**src/rtl/uart_tx_fifo.sv**
```systemverilog
// UART transmitter with configurable frame format and an integrated transmit FIFO.
// Defining UART_TX_BREAK_EN adds an i_Break input that holds the idle line low.
module uart_tx_fifo #(
    parameter int CLKS_PER_BIT = 217,
    parameter int DATA_BITS    = 8,
    parameter int PARITY_MODE  = 0,
    parameter int STOP_BITS    = 1,
    parameter int FIFO_DEPTH   = 4
) (
    input  logic                          i_Clock,
    input  logic                          i_Reset,
    input  logic                          i_TX_DV,
    input  logic [DATA_BITS-1:0]          i_TX_Byte,
`ifdef UART_TX_BREAK_EN
    input  logic                          i_Break,
`endif
    output logic                          o_TX_Ready,
    output logic [$clog2(FIFO_DEPTH):0]   o_FIFO_Count,
    output logic                          o_TX_Active,
    output logic                          o_TX_Serial,
    output logic                          o_TX_Done
);
    localparam int AW = $clog2(FIFO_DEPTH);
    localparam int CW = $clog2(CLKS_PER_BIT);
    localparam int IW = $clog2(DATA_BITS);
    localparam logic [AW:0]   FULL_COUNT = (AW+1)'(FIFO_DEPTH);
    localparam logic [CW-1:0] LAST_CLK   = CW'(CLKS_PER_BIT - 1);
    localparam logic [IW-1:0] LAST_DATA  = IW'(DATA_BITS - 1);
    localparam logic [IW-1:0] LAST_STOP  = IW'(STOP_BITS - 1);

    typedef enum logic [2:0] {
        S_IDLE   = 3'd0,
        S_START  = 3'd1,
        S_DATA   = 3'd2,
        S_PARITY = 3'd3,
        S_STOP   = 3'd4
    } state_t;

    logic [DATA_BITS-1:0] r_mem [FIFO_DEPTH];
    logic [AW-1:0]        r_wr_ptr, r_rd_ptr;
    logic [AW:0]          r_count;
    state_t               r_state, w_next_state;
    logic [CW-1:0]        r_clk_cnt;
    logic [IW-1:0]        r_bit_idx;
    logic [DATA_BITS-1:0] r_shift;
    logic                 r_parity;
    logic                 r_done;
    logic                 w_push, w_pop, w_fifo_empty, w_bit_end, w_frame_end;
    logic                 w_can_start, w_cnt_run, w_break_line;
    logic [DATA_BITS-1:0] w_head;

    assign o_TX_Ready   = (r_count != FULL_COUNT);
    assign o_FIFO_Count = r_count;
    assign o_TX_Done    = r_done;
    assign w_push       = i_TX_DV && o_TX_Ready;
    assign w_fifo_empty = (r_count == '0);
    assign w_head       = r_mem[r_rd_ptr];
    assign w_bit_end    = (r_clk_cnt == LAST_CLK);

    always_ff @(posedge i_Clock) begin
        if (i_Reset) begin
            r_wr_ptr <= '0;
            r_rd_ptr <= '0;
            r_count  <= '0;
        end else begin
            if (w_push) r_wr_ptr <= r_wr_ptr + 1'b1;
            if (w_pop)  r_rd_ptr <= r_rd_ptr + 1'b1;
            case ({w_push, w_pop})
                2'b10:   r_count <= r_count + 1'b1;
                2'b01:   r_count <= r_count - 1'b1;
                default: r_count <= r_count;
            endcase
        end
    end

    // NOTE: storage is left unreset; the pointers and count alone define which entries are valid.
    always_ff @(posedge i_Clock) begin
        if (w_push) r_mem[r_wr_ptr] <= i_TX_Byte;
    end

`ifdef UART_TX_BREAK_EN
    // r_hold marks the one-bit-time mark that must follow a break before the next start bit.
    logic r_hold;
    assign w_can_start  = !i_Break && (!r_hold || w_bit_end);
    assign w_cnt_run    = r_hold && !i_Break;
    assign w_break_line = i_Break;

    always_ff @(posedge i_Clock) begin
        if (i_Reset) begin
            r_hold <= 1'b0;
        end else if (r_state == S_IDLE) begin
            if (i_Break)        r_hold <= 1'b1;
            else if (w_bit_end) r_hold <= 1'b0;
        end
    end
`else
    assign w_can_start  = 1'b1;
    assign w_cnt_run    = 1'b0;
    assign w_break_line = 1'b0;
`endif

    // NOTE: every always_comb output gets a default first so no path can infer a latch.
    always_comb begin
        w_next_state = r_state;
        w_pop        = 1'b0;
        w_frame_end  = 1'b0;
        case (r_state)
            S_IDLE: begin
                if (!w_fifo_empty && w_can_start) begin
                    w_pop        = 1'b1;
                    w_next_state = S_START;
                end
            end
            S_START:  if (w_bit_end) w_next_state = S_DATA;
            S_DATA: begin
                if (w_bit_end && r_bit_idx == LAST_DATA)
                    w_next_state = (PARITY_MODE != 0) ? S_PARITY : S_STOP;
            end
            S_PARITY: if (w_bit_end) w_next_state = S_STOP;
            S_STOP: begin
                if (w_bit_end && r_bit_idx == LAST_STOP) begin
                    w_frame_end = 1'b1;
                    if (!w_fifo_empty && w_can_start) begin
                        w_pop        = 1'b1;
                        w_next_state = S_START;
                    end else begin
                        w_next_state = S_IDLE;
                    end
                end
            end
            default: w_next_state = S_IDLE;
        endcase
    end

    // NOTE: sequential state uses non-blocking assignments so all registers update from pre-edge values.
    always_ff @(posedge i_Clock) begin
        if (i_Reset) begin
            r_state   <= S_IDLE;
            r_clk_cnt <= '0;
            r_bit_idx <= '0;
            r_shift   <= '0;
            r_parity  <= 1'b0;
            r_done    <= 1'b0;
        end else begin
            r_state <= w_next_state;
            r_done  <= w_frame_end;
            if (w_pop) begin
                r_shift  <= w_head;
                r_parity <= (^w_head) ^ (PARITY_MODE == 2);
            end else if (r_state == S_DATA && w_bit_end) begin
                r_shift <= r_shift >> 1;
            end
            if (w_bit_end || (r_state == S_IDLE && !w_cnt_run)) r_clk_cnt <= '0;
            else                                                r_clk_cnt <= r_clk_cnt + 1'b1;
            if (w_next_state != r_state) r_bit_idx <= '0;
            else if (w_bit_end)          r_bit_idx <= r_bit_idx + 1'b1;
        end
    end

    always_comb begin
        o_TX_Serial = 1'b1;
        o_TX_Active = 1'b1;
        case (r_state)
            S_IDLE: begin
                o_TX_Serial = !w_break_line;
                o_TX_Active = 1'b0;
            end
            S_START:  o_TX_Serial = 1'b0;
            S_DATA:   o_TX_Serial = r_shift[0];
            S_PARITY: o_TX_Serial = r_parity;
            S_STOP:   o_TX_Serial = 1'b1;
            default:  o_TX_Active = 1'b0;
        endcase
    end
endmodule

```
**config.mk**
```make
export PLATFORM = sky130hd
export DESIGN_NAME = uart_tx_fifo
export DESIGN_NICKNAME = d
export VERILOG_FILES = /design/src/rtl/uart_tx_fifo.sv
export SDC_FILE = /design/constraint.sdc
export NUM_CORES = 1
export LEC_CHECK = 0
export CORE_MARGIN = 3
export CORE_UTILIZATION = 30
export CTS_BUF_LIST = sky130_fd_sc_hd__clkbuf_8 sky130_fd_sc_hd__clkbuf_16
export CTS_CLUSTER_DIAMETER = 200
export DETAILED_ROUTE_END_ITERATION = 12
export MAX_ROUTING_LAYER = met4
export PLACE_DENSITY_LB_ADDON = 0.1
export SETUP_SLACK_MARGIN = 0.1
export SLEW_MARGIN = 20
export SYNTH_ARGS = -nofsm -noshare
export SYNTH_HDL_FRONTEND = slang
export SYNTH_SLANG_ARGS = --single-unit
```
**constraint.sdc**
```tcl
create_clock -name i_Clock -period 2.55 [get_ports i_Clock]
set_input_delay 0.3825 -clock i_Clock [delete_from_list [all_inputs] [get_ports i_Clock]]
set_output_delay 0.3825 -clock i_Clock [all_outputs]
set_load 0.01 [all_outputs]
```
==> impl_results.md, run 1 <==
* Outcome: finished, final reports clean
* I/O pins at 18
* Largest net degree at the start of global routing at 14
* # resized after CTS at 0
* Initial antenna violation count at 0
* Worst VDD drop at between 0.4 and 0.5 mV
* Number of H-tree levels at 3
* Dpl ws at 176 ps
* Synth Area in Adders at 5.24%
* Syn Std Cell Area at 2770 sq um
* Top cells by area, synth: edfxtp_1 35%, dfxtp_1 24%, mux4_2 6.5%, xnor2_1 4.7%, ha_1 4.5%
* Sw power at 0.00108 W
* Power share of the combinational group at between 30% and 40%
* Compound-cell area share of the yosys netlist at 7.73%
* Nature of the critical path startpoint: register
* Kind of critical path: reg -> reg
* Clk_skew at roughly 13 ps
* Worst setup slack after layout at 188 ps
* Ys async rst share at 0%
* Post-synth top cells: 33 x dfxtp_1, 32 x edfxtp_1, 26 x nor2_1
* CTS Hold Bufs at 0
* Synth warn at 0
* Fin area at between 3000 and 4000 sq um
* Leak pwr at about 1.1 nW
* Pins Over Slew Limit at 0
* CTS Buffer Depth at 2
* Seq/Total Area, Yosys at around three fifths
* Setup TNS at 0 ps
* Nets at around 280
* CP dominant cell by count: inv_1
* Core Area at 8850 sq um
* Vias per inst at between 4 and 5
* Post-Synth Simple-Gate Area at between 10% and 20%
* Fill count at 885
* CP delay by family, top: simple AND/OR/NAND/NOR gates
* GRT overflow at 0
* Area Growth Syn to Fin at 21.0%
* Hold path startpoint: r_clk_cnt[0]
* Yosys cell types at 36
* CP Capture Type: register
* Worst r2r src: r_clk_cnt[0]
* Placement Cell Area at 3110 sq um
* Max Cap Viol at 0
* Fin. Hold Viols at 0
* Post-synth EDFFs at 32
* Synth Register Bits at 65
* Final setup fails at 0
* RSZ-0062 raised after global routing: true
* Num CTS Buffers at 9
* Total GRT Usage at 11.5%
* CP Buf/Inv Count at 2
* Synth Instances at 230
* Critical Path Start: r_clk_cnt[0]
* Final core utilization at 37.9%
* Crit path required time at 2820 ps
* Clk pin slew, worst setup/hold paths at 70 ps
* Main synth FF type: dfxtp_1
* CP peak stage delay at 330 ps
* Starting density of the core at roughly 31%
* Setup bufs post-CTS at 0
* Internal power at 0.00239 W
* Port Buf Inserts at 17
* Worst-Margin Slew at 492 ps
* Most frequent cell after synthesis: dfxtp_1
* Power Total at 0.00346 W
* Via count at 1,710
* Die H at 102 um
* Synth area leader: edfxtp_1
* DRC at 0
* Max Freq at 423 MHz
* Worst R2R Setup Slack at 190 ps
* CP cell instances: inv_1, ha_1, nand4b_1, o31ai_4, and2_4, ha_4, inv_1, fa_2, xor2_1, or3_1, a21oi_2
* RD Place Congestion at approximately 0.7
* Die ar. at 10,400 sq um
* Avg WL per Cell at 13.8 um
* # diodes at 0
* Period minus WS final at 2360 ps
* Syn Nets at around 250
* Largest family of logic cells by synthesized area: simple AND/OR/NAND/NOR gates
* Vias in the first global route at 1,711
* Max stage delay cell, worst path: dfxtp_2
* HP Class: reg -> reg
* Reg power frac at 39.3%
* Worst-Skew Late Latency at 340 ps
* # rows at 34
* Syn Area/Cell at about 12 sq um
* Global-route wire length before repair at 8610 um
* Detailed Routing Iterations Pass 1 at 4
* Power Density at 1030 nW/um^2
* Largest fanout on the critical path at 4
* Yosys top cell area share at 34.7%
* CTS tree: yes
* Multiplexer share of the synthesized area at ~6.5%
* Final WL at 5130 um
* Root Buffer: clkbuf_8
* Clk sink count at 65
* Xor/xnor share of the synthesized area at 6.33%
* Initial DRC count at 49
* Ratio of cells with drive above 1 in the final layout at between 10% and 20%
* Die width at 102 um
* CP arrival at about 2600 ps
* Switching share of power at slightly above 30%
* Slew HR at 67.1%
* Clock power frac at 27.7%
* DP HPWL at around 3500 um
* Antenna Nets Post-Route at 0
* Final period utilization at 92.6%
## path summary, 6_finish.rpt
path                                   endpoint  cells past startpoint
worst min register to register     r_clk_cnt[0]                      1
worst max-delay path            o_FIFO_Count[2]                     11
worst min-delay path               r_clk_cnt[0]                      1
worst max register to register  o_FIFO_Count[2]                     11
## sequential cells by signal (all words and copies together) (netlist names), named ones only
register / count
r_mem: 32
r_clk_cnt: 8
r_shift: 8
o_FIFO_Count: 3
r_bit_idx: 3
r_state: 3
r_rd_ptr: 2
r_wr_ptr: 2
o_TX_Done: 1
r_parity: 1
## power groups by stage
stage | sequential (W) | clock [W] | combinational, W
floorplan | 0.00135 | 0 | 0.000889
global placement | 0.00139 | 0 | 0.00116
detailed placement | 0.00139 | 0 | 0.00115
CTS | 0.00136 | 0.000992 | 0.00116
global route | 0.00139 | 0.00105 | 0.00127
finish | 0.00136 | 0.000959 | 0.00114
## cells by family (layout without fill, tap and decap cells)
| logic type | after synthesis | in the layout |
|---|---|---|
| buffers and inverters | 20 | 55 |
| AOI/OAI and AO/OA | 34 | 34 |
| muxes | 8 | 8 |
| adders and majority gates | 11 | 11 |
| xor gates and xnor gates | 20 | 20 |
| and+or+nand+nor | 72 | 72 |
| DFF | 65 | 65 |
## layout by cell type, fill, tap and decap left out, drive strengths merged, types with 4 or more instances in the layout
| cell type | instances |
|---|---|
| nor2 | 26 |
| a22oi | 7 |
| clkdlybuf4s50 | 17 |
| nand2 | 19 |
| dfxtp | 33 |
| inv | 14 |
| xor2 | 5 |
| buf | 9 |
| xnor2 | 15 |
| edfxtp | 32 |
| and3 | 6 |
| ha | 10 |
| nand3 | 4 |
| mux4 | 8 |
| a21oi | 16 |
| clkbuf | 9 |
| o21ai | 4 |
| nor3 | 5 |
## stage by stage
stage	instances	hold WS (ps)
6_report	373	432
5_1_grt	373	466
4_1_cts	373	459
3_5_place_dp	357	449
3_3_place_gp	357	447
2_1_floorplan	230	430
## worst reg2reg max path, cell delays in order, from the launching register on
cell,delay (ps)
dfxtp_2,330
inv_1,50
ha_1,130
nand4b_1,180
o31ai_4,320
and2_4,200
ha_4,120
inv_1,40
fa_2,330
xor2_1,150
or3_1,330
a21oi_2,120
## per-layer routing
| metal | global-route usage, % | vias up | share of wire (%) |
|---|---|---|---|
| li1 | - | 873 | - |
| met1 | 14.2 | 802 | 47 |
| met2 | 17.3 | 27 | 47 |
| met3 | 4.51 | 8 | 4.3 |
| met4 | 3.63 | 0 | 1.4 |
| met5 | - | - | 0 |
## cell type report
cell class / count / area, sq um / area share [%]
repair buffers: 26 / 238 / 7.10
clock inverters: 7 / 96.3 / 2.88
clock buffers: 9 / 124 / 3.70
multi-input cells: 145 / 1080 / 32.3
inverters: 13 / 48.8 / 1.46
flip-flops and latches: 65 / 1620 / 48.5
well taps: 108 / 135 / 4.03
No activity file was read; power rests on OpenSTA's default activity.
==> run 2: changes to the inputs <==
GPL_TIMING_DRIVEN = 1   (was default)
SKIP_LAST_GASP = 1   (was default)
==> results of run 2 <==
Same layout as run 1: the final DEF is identical, and so are final timing and power.
